<file path="src/rtl/apb_initiator.sv">
// rtl/apb_initiator.sv - APB master turning single host requests into APB transfers to the USRT block
//
// One transfer at a time: SETUP (1 cycle), ACCESS (held until i_Pready), then a
// one-cycle response pulse in the first IDLE cycle. All outputs are registered.
// Slave register map: Paddr[31:30] 00 = status, 01 = transmit, 10 = receive.
//
// Optional feature macro: APB_INITIATOR_TIMEOUT_EN
//   defined   : ACCESS aborts after TIMEOUT_CYCLES cycles without i_Pready,
//               responding with o_Rsp_Err=1.
//   undefined : ACCESS waits indefinitely; o_Rsp_Err is tied to 0.
//
// Ports:
//   i_Clk, i_Rst                      clock, asynchronous active-high reset
//   i_Req_Valid / o_Req_Ready         host request handshake
//   i_Req_Write, i_Req_Addr, i_Req_Wdata  request direction, address, write data
//   o_Rsp_Valid, o_Rsp_Rdata, o_Rsp_Err   response pulse, read data, abort flag
//   o_Paddr, o_Psel, o_Penable, o_Pwrite, o_Pwdata  APB request side
//   i_Prdata, i_Pready                APB completion side

module apb_initiator #(
    parameter int DATA_W         = 32,
    parameter int TIMEOUT_CYCLES = 16
) (
    input  logic              i_Clk,
    input  logic              i_Rst,
    input  logic              i_Req_Valid,
    output logic              o_Req_Ready,
    input  logic              i_Req_Write,
    input  logic [31:0]       i_Req_Addr,
    input  logic [DATA_W-1:0] i_Req_Wdata,
    output logic              o_Rsp_Valid,
    output logic [DATA_W-1:0] o_Rsp_Rdata,
    output logic              o_Rsp_Err,
    output logic [31:0]       o_Paddr,
    output logic              o_Psel,
    output logic              o_Penable,
    output logic              o_Pwrite,
    output logic [DATA_W-1:0] o_Pwdata,
    input  logic [DATA_W-1:0] i_Prdata,
    input  logic              i_Pready
);

    generate
        if (TIMEOUT_CYCLES < 1) begin : g_bad_timeout
            $error("apb_initiator: TIMEOUT_CYCLES must be at least 1");
        end
    endgenerate

    typedef enum logic [1:0] {
        S_IDLE   = 2'b00,
        S_SETUP  = 2'b01,
        S_ACCESS = 2'b10
    } state_t;

    state_t            state, state_nxt;
    logic              req_ready_nxt;
    logic              psel_nxt;
    logic              penable_nxt;
    logic              pwrite_nxt;
    logic              rsp_valid_nxt;
    logic [31:0]       paddr_nxt;
    logic [DATA_W-1:0] pwdata_nxt;
    logic [DATA_W-1:0] rdata_nxt;

`ifdef APB_INITIATOR_TIMEOUT_EN
    localparam int CNT_W = $clog2(TIMEOUT_CYCLES + 1);

    logic [CNT_W-1:0] wait_cnt, wait_cnt_nxt;
    logic             rsp_err_nxt;
    logic             timeout_hit;

    // wait_cnt holds the number of already-elapsed ACCESS cycles without
    // i_Pready, so the last allowed cycle is the one where it equals TIMEOUT-1.
    assign timeout_hit = (wait_cnt == CNT_W'(TIMEOUT_CYCLES - 1));
`endif

    always_comb begin
        state_nxt     = state;
        req_ready_nxt = o_Req_Ready;
        psel_nxt      = o_Psel;
        penable_nxt   = o_Penable;
        pwrite_nxt    = o_Pwrite;
        paddr_nxt     = o_Paddr;
        pwdata_nxt    = o_Pwdata;
        rdata_nxt     = o_Rsp_Rdata;
        rsp_valid_nxt = 1'b0;
`ifdef APB_INITIATOR_TIMEOUT_EN
        wait_cnt_nxt  = wait_cnt;
        rsp_err_nxt   = 1'b0;
`endif

        case (state)
            S_IDLE: begin
                req_ready_nxt = 1'b1;
                psel_nxt      = 1'b0;
                penable_nxt   = 1'b0;
                if (i_Req_Valid && o_Req_Ready) begin
                    state_nxt     = S_SETUP;
                    req_ready_nxt = 1'b0;
                    psel_nxt      = 1'b1;
                    paddr_nxt     = i_Req_Addr;
                    pwrite_nxt    = i_Req_Write;
                    pwdata_nxt    = i_Req_Wdata;
`ifdef APB_INITIATOR_TIMEOUT_EN
                    wait_cnt_nxt  = '0;
`endif
                end
            end

            S_SETUP: begin
                state_nxt     = S_ACCESS;
                req_ready_nxt = 1'b0;
                psel_nxt      = 1'b1;
                penable_nxt   = 1'b1;
            end

            S_ACCESS: begin
                // i_Pready wins over the timeout so a ready in the final
                // counted cycle still completes cleanly.
                if (i_Pready) begin
                    state_nxt     = S_IDLE;
                    req_ready_nxt = 1'b1;
                    psel_nxt      = 1'b0;
                    penable_nxt   = 1'b0;
                    rsp_valid_nxt = 1'b1;
                    if (!o_Pwrite) begin
                        rdata_nxt = i_Prdata;
                    end
                end
`ifdef APB_INITIATOR_TIMEOUT_EN
                else if (timeout_hit) begin
                    state_nxt     = S_IDLE;
                    req_ready_nxt = 1'b1;
                    psel_nxt      = 1'b0;
                    penable_nxt   = 1'b0;
                    rsp_valid_nxt = 1'b1;
                    rsp_err_nxt   = 1'b1;
                end else begin
                    wait_cnt_nxt = wait_cnt + CNT_W'(1);
                end
`endif
            end

            default: begin
                state_nxt     = S_IDLE;
                req_ready_nxt = 1'b1;
                psel_nxt      = 1'b0;
                penable_nxt   = 1'b0;
            end
        endcase
    end

    always_ff @(posedge i_Clk or posedge i_Rst) begin
        if (i_Rst) begin
            state       <= S_IDLE;
            o_Req_Ready <= 1'b1;
            o_Psel      <= 1'b0;
            o_Penable   <= 1'b0;
            o_Pwrite    <= 1'b0;
            o_Paddr     <= '0;
            o_Pwdata    <= '0;
            o_Rsp_Rdata <= '0;
            o_Rsp_Valid <= 1'b0;
        end else begin
            state       <= state_nxt;
            o_Req_Ready <= req_ready_nxt;
            o_Psel      <= psel_nxt;
            o_Penable   <= penable_nxt;
            o_Pwrite    <= pwrite_nxt;
            o_Paddr     <= paddr_nxt;
            o_Pwdata    <= pwdata_nxt;
            o_Rsp_Rdata <= rdata_nxt;
            o_Rsp_Valid <= rsp_valid_nxt;
        end
    end

`ifdef APB_INITIATOR_TIMEOUT_EN
    always_ff @(posedge i_Clk or posedge i_Rst) begin
        if (i_Rst) begin
            wait_cnt  <= '0;
            o_Rsp_Err <= 1'b0;
        end else begin
            wait_cnt  <= wait_cnt_nxt;
            o_Rsp_Err <= rsp_err_nxt;
        end
    end
`else
    assign o_Rsp_Err = 1'b0;
`endif

endmodule

</file>
<file path="config.mk">
export PLATFORM = sky130hd
export DESIGN_NAME = apb_initiator
export DESIGN_NICKNAME = d
export VERILOG_FILES = /design/src/rtl/apb_initiator.sv
export SDC_FILE = /design/constraint.sdc
export NUM_CORES = 1
export LEC_CHECK = 0
export ABC_CLOCK_PERIOD_IN_PS = 3400
export BUFFER_PORTS_ARGS = -buffer_cell sky130_fd_sc_hd__buf_2
export CORE_MARGIN = 4
export CORE_UTILIZATION = 35
export CTS_BUF_LIST = sky130_fd_sc_hd__clkbuf_16
export CTS_CLUSTER_DIAMETER = 150
export CTS_CLUSTER_SIZE = 28
export DETAILED_ROUTE_END_ITERATION = 8
export PLACE_DENSITY = 0.66
export SLEW_MARGIN = 20
export SYNTH_ARGS = -nofsm -noshare
export SYNTH_HDL_FRONTEND = slang
export SYNTH_SLANG_ARGS = --single-unit
</file>
<file path="constraint.sdc">
create_clock -name i_Clk -period 3.4 [get_ports i_Clk]
set_input_delay 0.34 -clock i_Clk [delete_from_list [all_inputs] [get_ports i_Clk]]
set_output_delay 0.34 -clock i_Clk [all_outputs]
set_load 0.02 [all_outputs]
</file>
==> results.sh <==
export IMPL_globalRouteOverflowTotal=0
export IMPL_syn_to_final_growth_pct=32.34
export IMPL_gp_congestion=0.7058
export IMPL_netlist_top_cell_by_area="dfrtp_1"
export IMPL_cts_sinks=103
export IMPL_rsz0062_at_grt="false"
export IMPL_drt_iter0_drc=108
export IMPL_regArea_sq_um=2579
export IMPL_ant_nets=0
export IMPL_detail_route_wl_per_cell_um=14.73
export IMPL_worstReg2RegStart="state[0]$_DFFE_PP0P_"
export IMPL_multi_input_area_sq_um=1335
export IMPL_post_cts_buffers=0
export IMPL_tightest_slew_ns=0.5810
export IMPL_dieArea_sq_um=13480
export IMPL_slew_headroom_pct=61.26
export IMPL_hpwl_mm=6.359
export IMPL_htree_num_levels=3
export IMPL_powerDensity_nw_per_um2=1053
export IMPL_die_w_um=116.1
export IMPL_switching_share_pct=37.38
export IMPL_via_per_inst=4.414
export IMPL_drtPass1Iterations=4
export IMPL_crit_chain="and4bb_4 -> buf_12 -> mux2_2"
export IMPL_cp_slowest_cell="and4bb_4"
export IMPL_cts_tree="yes"
export IMPL_cp_required_ns=3.62
export IMPL_crit_buf_inv=1
export IMPL_start_util_pct=35.81
export IMPL_path_max_fanout=42
export IMPL_synth_area_sq_um=4089
export IMPL_status="finished, final reports clean"
export IMPL_routed_wl_mm=8.501
export IMPL_antennaDiodeCount=0
export IMPL_hp_class="primary input to async pin"
export IMPL_final_setup_worst_slack_ns=1.366
export IMPL_seqPwrFrac_pct=38.2
export IMPL_cp_end_kind="flop"
export IMPL_fp_dieH_um=116.1
export IMPL_async_flop_share_pct=100.0
export IMPL_slew_violations=0
export IMPL_grt_max_degree=59
export IMPL_max_freq_ghz=0.4916
export IMPL_internal_power_mw=3.568
export IMPL_synth_seq_cells=103
export IMPL_synth_edf_count=0
export IMPL_clock_latency_ns=0.33
export IMPL_path_class="flop to flop"
export IMPL_tns_ns=0
export IMPL_drive_above_1_share_pct=72.81
export IMPL_p_leak_nw=2.744
export IMPL_syn_num_nets=329
export IMPL_synth_warnings=0
export IMPL_synth_commonest_cells="dfrtp_1, mux2_2, mux2_4, buf_12, buf_6"
export IMPL_dp_slack_ns=1.353
export IMPL_path_clk_slew_ns=0.07
export IMPL_drv_cap=0
export IMPL_arrival_ns=2.25
export IMPL_period_share_pct=59.83
export IMPL_first_global_vias=2646
export IMPL_setup_viol=0
export IMPL_ir_drop_uv=520.3
export IMPL_ys_types=23
export IMPL_synth_top_area_share_pct=62.42
export IMPL_vias=2547
export IMPL_path_delay_family="simple AND/OR/NAND/NOR gates"
export IMPL_worstSetupStartpointType="flop"
export IMPL_ctsLongestPathBuffers=2
export IMPL_grt_pass1_wl_mm=12.97
export IMPL_nets=531
export IMPL_fin_crit_ns=2.034
export IMPL_utilization_pct=47.39
export IMPL_hold_viol=0
export IMPL_antenna_found_initial=0
export IMPL_rows=39
export IMPL_cts_made_buffers=9
export IMPL_portBuffers=201
export IMPL_synthCells=228
export IMPL_crit_path_max_incr_delay_ns=0.73
export IMPL_synth_most_common_cell="dfrtp_1"
export IMPL_timing_hold_ws_ns=0.06522
export IMPL_synth_ff_type="dfrtp_1"
export IMPL_drcViolationCount=0
export IMPL_crit_start="state[0]$_DFFE_PP0P_"
export IMPL_core_area_sq_um=11420
export IMPL_dp_cells=562
export IMPL_fin_worst_skew_ns=0.006555
export IMPL_synth_area_top_cells="dfrtp_1, mux2_2, mux2_4"
export IMPL_root_buffer="clkbuf_16"
export IMPL_power_switching_mw=2.129
export IMPL_post_synth_cell_area_avg_sq_um=17.93
export IMPL_final_cells=577
export IMPL_cts_hold_buf=0
export IMPL_grtUsageTotal_pct=12.44
export IMPL_seq_area_frac_synth_pct=63.07
export IMPL_fillers=1025
export IMPL_combPwrFrac_pct=46.1
export IMPL_boundaryPins=203
export IMPL_p_clk_share_pct=15.7
export IMPL_cts_resized=0
==> layer usage <==
layer | wire (um) | share of wire (%) | up-vias | GRT usage, %
met4 | 99 | 1.2 | 0 | 4.176
met2 | 4013 | 47 | 115 | 19.64
met3 | 835 | 9.8 | 9 | 4.804
met5 | 0 | 0 | - | 0
met1 | 3552 | 42 | 1222 | 15.77
li1 | - | - | 1201 | -
==> registers in the layout (all words and copies together) (netlist names), 2 cells and up <==
name         count
o_Pwdata        32
o_Rsp_Rdata     32
o_Paddr         32
state            2
==> power groups by stage <==
stage                     registers [mW]  logic (mW)  clock network, mW
after floorplan                     2.93        1.14                  0
after global placement              2.18        2.62                  0
after detailed placement            2.19        2.68                  0
after CTS                           2.19        2.67              0.940
after global routing                2.26        2.80              0.995
final                               2.18        2.62              0.895
==> final timing paths <==
path / cells past startpoint / slack, ns / end
max: 3 / 1.37 / o_Pwdata[7]$_DFFE_PP0P_
min: 2 / 0.07 / o_Pwdata[23]$_DFFE_PP0P_
max reg2reg: 3 / 1.37 / o_Pwdata[7]$_DFFE_PP0P_
min reg2reg: 1 / 0.49 / o_Rsp_Rdata[22]$_DFFE_PP0P_
max in group asynchronous: 3 / 2.59 / o_Req_Ready$_DFFE_PP1P_
min in group i_Clk: 2 / 0.23 / o_Rsp_Rdata[22]$_DFFE_PP0P_
==> area by class of cell <==
type,count,share of cell area (%)
flip-flops and latches,103,47.65
repair buffers,204,19.47
clock inverters,6,0.5549
well taps,143,3.306
clock buffers,9,4.162
inverters,2,0.1850
multi-input cells,110,24.67
==> kinds of logic (layout without fill, tap and decap cells) <==
group | after synthesis | after routing | synth area share, %
compound gates | 5 | 5 | 0.9792
buf+inv | 15 | 221 | 4.284
flops | 103 | 103 | 63.07
mux | 97 | 97 | 30.29
other cells | 1 | 1 | 0.09171
simple gates | 7 | 7 | 1.285
==> stage by stage <==
step | area (sq um) | power (mW)
after floorplan | 4089 | 4.070
after global placement | 5156 | 4.802
after detailed placement | 5156 | 4.870
after CTS | 5411 | 5.802
after global routing | 5411 | 6.061
final | 5411 | 5.697
==> worst register-to-register path: cells and delay by family (launching register included) <==
family                 cells  cell delay (ns)
flip-flops                 1             0.43
buffers and inverters      1             0.36
multiplexers               1             0.40
AND/OR/NAND/NOR            1             0.73
==> cell usage in the layout, fill, tap and decap left out, drive strengths merged <==
cell type,Yosys,final
buf,13,204
dfrtp,102,102
mux2,97,97
clkbuf,0,9
clkinv,0,5
inv,2,3
nor2,2,2
and4bb,2,2
nand2b,1,1
nor2b,1,1
a31o,1,1
nand2,1,1
a21oi,1,1
o32ai,1,1
o32a,1,1
a21o,1,1
conb,1,1
dfstp,1,1
Power figures use the tool's default switching activity.
